===== config.mk =====
export PLATFORM = sky130hd
export DESIGN_NAME = fifo_rd_stream_flat
export DESIGN_NICKNAME = d
export VERILOG_FILES = /design/src/rtl/fifo_rd_stream_pkg.sv /design/src/rtl/fifo_rd_stream_if.sv /design/src/rtl/fifo_rd_skid_buf.sv /design/src/rtl/fifo_rd_stream.sv /design/src/flat_wrapper.sv
export SDC_FILE = /design/constraint.sdc
export NUM_CORES = 1
export LEC_CHECK = 0
export ABC_AREA = 1
export CORE_ASPECT_RATIO = 0.75
export CORE_UTILIZATION = 45
export DETAILED_ROUTE_END_ITERATION = 8
export GPL_TIMING_DRIVEN = 0
export PLACE_DENSITY_LB_ADDON = 0.1
export SLEW_MARGIN = 20
export SYNTH_ARGS = -nofsm -noshare
export SYNTH_HDL_FRONTEND = slang
export SYNTH_SLANG_ARGS = --single-unit

===== constraint.sdc =====
create_clock -name rclk -period 8.71 [get_ports rclk]
set_clock_uncertainty 0.2 [all_clocks]
set_input_delay 1.742 -clock rclk [delete_from_list [all_inputs] [get_ports rclk]]
set_output_delay 1.742 -clock rclk [all_outputs]
set_load 0.005 [all_outputs]

===== src/rtl/fifo_rd_stream_pkg.sv =====
// fifo_rd_pkg: shared defaults, pointer sizing and count type for the FIFO read drain.
package fifo_rd_pkg;
   localparam int DEF_WIDTH = 4;
   localparam int DEF_RD_LAT = 1;
   localparam int DEF_BUF_DEPTH = 2;
   localparam int CNT_W = 8;
   typedef logic [CNT_W-1:0] cnt_t;
   function automatic int clog2(input int n);
      int r = 1;
      while ((1 << r) < n) r++;
      return r;
   endfunction
endpackage


===== src/rtl/fifo_rd_stream_if.sv =====
// fifo_rd_stream_if: FIFO read port plus downstream valid/ready stream.
interface fifo_rd_stream_if
   import fifo_rd_pkg::*;
#(parameter int Width = DEF_WIDTH);
   logic empty, ren, out_valid, out_ready;
   logic [Width-1:0] rdata, out_data;
   modport master (output empty, rdata, out_ready, input ren, out_valid, out_data);
   modport slave (input empty, rdata, out_ready, output ren, out_valid, out_data);
endinterface


===== src/rtl/fifo_rd_skid_buf.sv =====
// fifo_rd_skid_buf: circular skid buffer with registered head word, count and pointers.
module fifo_rd_skid_buf
   import fifo_rd_pkg::*;
#(
   parameter int Width = DEF_WIDTH,
   parameter int Depth = DEF_BUF_DEPTH
) (
   input  logic             clk,
   input  logic             rst,
   input  logic             push,
   input  logic [Width-1:0] wdata,
   input  logic             pop,
   output logic [Width-1:0] rdata,
   output cnt_t             count,
   output logic             empty
);
   localparam int PW = clog2(Depth);
   logic [Width-1:0] mem_q [Depth];
   logic [Width-1:0] mem_d [Depth];
   logic [PW-1:0] wr_ptr_q, wr_ptr_d, rd_ptr_q, rd_ptr_d;
   cnt_t count_q, count_d;
   logic full;
   function automatic logic [PW-1:0] inc(input logic [PW-1:0] p);
      return (p == PW'(Depth - 1)) ? '0 : p + PW'(1);
   endfunction
   always_comb begin
      mem_d = mem_q;
      if (push) mem_d[wr_ptr_q] = wdata;
      wr_ptr_d = push ? inc(wr_ptr_q) : wr_ptr_q;
      rd_ptr_d = pop ? inc(rd_ptr_q) : rd_ptr_q;
      count_d = count_q + cnt_t'(push) - cnt_t'(pop);
   end
   always_ff @(posedge clk) begin
      if (rst) begin
         mem_q <= '{default: '0};
         wr_ptr_q <= '0;
         rd_ptr_q <= '0;
         count_q <= '0;
      end else begin
         mem_q <= mem_d;
         wr_ptr_q <= wr_ptr_d;
         rd_ptr_q <= rd_ptr_d;
         count_q <= count_d;
      end
   end
   assign rdata = mem_q[rd_ptr_q];
   assign count = count_q;
   assign empty = (count_q == '0);
   assign full = (count_q == cnt_t'(Depth));
   // credit rule in the parent makes both of these unreachable
   assert property (@(posedge clk) disable iff (rst) !(push && !pop && full));
   assert property (@(posedge clk) disable iff (rst) !(pop && empty));
endmodule


===== src/rtl/fifo_rd_stream.sv =====
// fifo_rd_stream: credit-based FIFO read drain presenting a valid/ready stream.
// Defining FIFO_RD_CNT_EN adds rd_count, a wrapping 16-bit count of delivered words.
module fifo_rd_stream
   import fifo_rd_pkg::*;
#(
   parameter int Width = DEF_WIDTH,
   parameter int RD_LAT = DEF_RD_LAT,
   parameter int BUF_DEPTH = DEF_BUF_DEPTH
) (
   input logic rclk,
   input logic r_rst,
   fifo_rd_stream_if.slave s
`ifdef FIFO_RD_CNT_EN
   ,
   output logic [15:0] rd_count
`endif
);
   logic [RD_LAT-1:0] lat_q, lat_d;
   logic pop, push, buf_empty;
   cnt_t count, inflight;
   always_comb begin
      pop = s.out_valid && s.out_ready;
      push = lat_q[RD_LAT-1];
      inflight = cnt_t'($countones(lat_q));
      // a pop this cycle frees a slot, so the read can be reissued without a bubble
      s.ren = !r_rst && !s.empty && ((count + inflight - cnt_t'(pop)) < cnt_t'(BUF_DEPTH));
      lat_d = RD_LAT'({lat_q, s.ren});
   end
   always_ff @(posedge rclk) lat_q <= r_rst ? '0 : lat_d;
   fifo_rd_skid_buf #(.Width(Width), .Depth(BUF_DEPTH)) u_buf (
      .clk   (rclk),
      .rst   (r_rst),
      .push  (push),
      .wdata (s.rdata),
      .pop   (pop),
      .rdata (s.out_data),
      .count (count),
      .empty (buf_empty)
   );
   assign s.out_valid = !buf_empty;
`ifdef FIFO_RD_CNT_EN
   logic [15:0] rd_count_q, rd_count_d;
   always_comb rd_count_d = pop ? rd_count_q + 16'd1 : rd_count_q;
   always_ff @(posedge rclk) rd_count_q <= r_rst ? '0 : rd_count_d;
   assign rd_count = rd_count_q;
`endif
endmodule


===== src/flat_wrapper.sv =====
// flat-port wrapper written by rule: the top's interface ports become plain ports
module fifo_rd_stream_flat import fifo_rd_pkg::*;
#(
   parameter int Width = DEF_WIDTH,
   parameter int RD_LAT = DEF_RD_LAT,
   parameter int BUF_DEPTH = DEF_BUF_DEPTH
)
  (rclk, r_rst, s_empty, s_rdata, s_out_ready, s_ren, s_out_valid, s_out_data);
  fifo_rd_stream_if #(.Width(Width)) s_i ();
  input logic rclk;
  input logic r_rst;
  input wire logic [$bits(s_i.empty)-1:0] s_empty;
  input wire logic [$bits(s_i.rdata)-1:0] s_rdata;
  input wire logic [$bits(s_i.out_ready)-1:0] s_out_ready;
  output wire logic [$bits(s_i.ren)-1:0] s_ren;
  output wire logic [$bits(s_i.out_valid)-1:0] s_out_valid;
  output wire logic [$bits(s_i.out_data)-1:0] s_out_data;
  assign s_i.empty = s_empty;
  assign s_i.rdata = s_rdata;
  assign s_i.out_ready = s_out_ready;
  assign s_ren = s_i.ren;
  assign s_out_valid = s_i.out_valid;
  assign s_out_data = s_i.out_data;
  fifo_rd_stream #(.Width(Width), .RD_LAT(RD_LAT), .BUF_DEPTH(BUF_DEPTH)) u_core (.rclk(rclk), .r_rst(r_rst), .s(s_i));
endmodule

==> impl_metrics.json <==
{
  "drive_gt1_share_pct": 4.84,
  "grt_setup_unrepaired": "false",
  "rows": 15,
  "fp.dieH_um": 45.3,
  "maxSlewViolCount": 0,
  "clk_pin_slew_ns": 0.11,
  "setup_tns_ns": 0,
  "status": "finished, final reports clean",
  "fin_crit_sh_pct": 74.3,
  "finalSetupViolCount": 0,
  "p_per_area_nw_per_um2": 320,
  "clk_path_buf_depth": 2,
  "combPwrFrac_pct": 61.7,
  "ys_seq_area_share_pct": 33.9,
  "crit_path_end_kind": "output pin",
  "pre_cts_slack_ns": 2.26,
  "vdd_drop_max_mv": 0.151,
  "synth.cell_area_um2": 1120,
  "worstMarginPinSlew_ns": 0.294,
  "initial_utilization_pct": 48.3,
  "top_level_ports": 14,
  "place_area_um2": 1290,
  "wl_um": 2230,
  "drt_iter0_markers": 52,
  "crit_arrival_ns": 4.53,
  "cts.repair.resized": 0,
  "ant_nets": 0,
  "grt_usage_pct": 19.8,
  "die_area_um2": 2700,
  "globalplace.congestion": 0.818,
  "p_int_uw": 223,
  "synthDistinctLibCells": 18,
  "wl_per_cell_um": 10.1,
  "power_uw": 420,
  "criticalPathCategory": "input pin to output pin",
  "cts_htree_levels": 1,
  "worstHoldPathType": "flip-flop to flip-flop",
  "antenna_found_initial": 0,
  "post-cts-setup-buffer-count": 0,
  "swShare_pct": 47.0,
  "drtPass1Iterations": 4,
  "finalHoldViolCount": 0,
  "pwr-share-seq_pct": 27.8,
  "synth-seq-cells": 19,
  "drv_cap": 0,
  "tritoncts": "built",
  "dieWidth_um": 59.7,
  "core_um2": 2330,
  "routed-via-count": 1023,
  "clock_latency_ns": 0.30,
  "final_area_um2": 1310,
  "switchingPower_uw": 197,
  "leakage_nw": 0.656,
  "grt_pass1_wl_um": 3870,
  "gr-total-overflow": 0,
  "remaining_drc_errors": 0,
  "synth-warning-count": 0,
  "nNetsFinal": 207,
  "postSynthAreaPerCell_um2": 6.61,
  "syn_nets": 190,
  "hold_buffers": 0,
  "syn_to_final_growth_pct": 16.8,
  "crit_path_start_kind": "input pin",
  "max_freq_mhz": 154,
  "p_clk_share_pct": 10.5,
  "fin_crit_ns": 6.47,
  "netlist_instances": 170,
  "cts_sinks": 19,
  "antennaDiodeCount": 0,
  "dp_hpwl_um": 1810,
  "cp.required_ns": 6.77,
  "grt_max_degree": 11,
  "clock-root-buffer": "clkbuf_4",
  "fin_ws_ns": 2.24,
  "via_per_inst": 4.65,
  "slew_headroom_pct": 80.3,
  "first_global_vias": 872,
  "critPathMaxFanout": 3,
  "io_buffers": 12,
  "cts_made_buffers": 3
}
==> cells in the mapped netlist (all sizes together) <==
cell    instances  area (um^2)
a21oi           5         25.0
and2            1         6.26
buf             1         11.3
dfxtp          19          380
fa              1         20.0
ha             11          138
inv            29          114
nand2          46          178
nand3           9         45.0
nand3b          2         15.0
nand4           2         12.5
nor2           35          134
nor3            1         5.00
o21ai           8         40.0
==> cells by family (layout without fill, tap and decap cells) <==
logic type | count (synthesis) | after routing | share of synthesized area, %
buffers and inverters | 30 | 46 | 11.1
and+or+nand+nor | 96 | 96 | 35.2
DFF | 19 | 19 | 33.9
adders and majority gates | 12 | 12 | 14.0
AOI/OAI and AO/OA | 13 | 13 | 5.79
==> power groups by stage <==
stage | Sequential [mW] | Combinational, mW | Clock [mW]
5_1_grt | 0.119 | 0.311 | 0.0484
4_1_cts | 0.117 | 0.259 | 0.0456
6_report | 0.117 | 0.259 | 0.0439
2_1_floorplan | 0.116 | 0.207 | 0
3_3_place_gp | 0.119 | 0.252 | 0
3_5_place_dp | 0.119 | 0.257 | 0
==> flip-flops by register name, indices dropped and copies added (netlist names) <==
name and count:
u_core.u_buf.count 8, u_core.u_buf.mem_q 8, u_core.lat_q 1, u_core.u_buf.rd_ptr_q 1, u_core.u_buf.wr_ptr_q 1
==> routing by layer <==
| metal | up-vias | share of wire [%] | routed length [um] | GRT usage, % |
|---|---|---|---|---|
| met3 | 5 | 5.5 | 122 | 6.02 |
| li1 | 555 | - | - | - |
| met1 | 439 | 55 | 1220 | 30.0 |
| met2 | 24 | 38 | 856 | 26.7 |
| met5 | - | 0 | 0 | 0 |
| met4 | 0 | 0.99 | 22 | 5.58 |
==> worst paths after layout <==
check,startpoint,end,slack [ns],cells after the start
setup / recovery,s_out_ready,s_ren,2.24,14
hold reg to reg,u_core.u_buf.mem_q[2],u_core.u_buf.mem_q[2],0.30,2
setup reg to reg,u_core.u_buf.count[2],u_core.lat_q,5.85,15
hold / removal,u_core.u_buf.mem_q[2],u_core.u_buf.mem_q[2],0.30,2
==> area by class of cell <==
class,count,area (um^2)
Buffer,1,11.3
Clock buffer,4,26.3
Fill cell,238,1010
Inverter,29,114
Multi-Input combinational cell,121,618
Sequential cell,19,380
Tap cell,34,42.5
Timing Repair Buffer,12,120
==> stage by stage <==
| step | cells | hold WS (ns) | utilization [%] |
|---|---|---|---|
| 3_5_place_dp | 216 | 0.276 | 55.3 |
| 4_1_cts | 220 | 0.300 | 56.4 |
| 3_3_place_gp | 216 | 0.268 | 55.3 |
| 5_1_grt | 220 | 0.313 | 56.4 |
| 2_1_floorplan | 170 | 0.255 | - |
| 6_report | 220 | 0.298 | 56.4 |
==> placed cells by master, fill, tap and decap left out, drive strengths merged, types with 2 or more instances in the layout <==
cell type	count
ha	11
clkdlybuf4s50	12
a21oi	5
o21ai	8
nand3	9
nand3b	2
nor2	35
clkbuf	4
nand4	2
inv	29
dfxtp	19
nand2	46
==> critical path, stage by stage <==
cell and delay [ns]:
clkdlybuf4s50_1 0.39, and2_1 0.18, ha_1 0.29, inv_1 0.05, ha_1 0.19, inv_1 0.07, fa_1 0.50, nand3b_1 0.09
nor2_1 0.13, nand3_1 0.10, nor2_1 0.12, nand2_1 0.08, nor2_1 0.09, clkdlybuf4s50_1 0.50
Note: power is estimated with default switching activity, not from simulation.
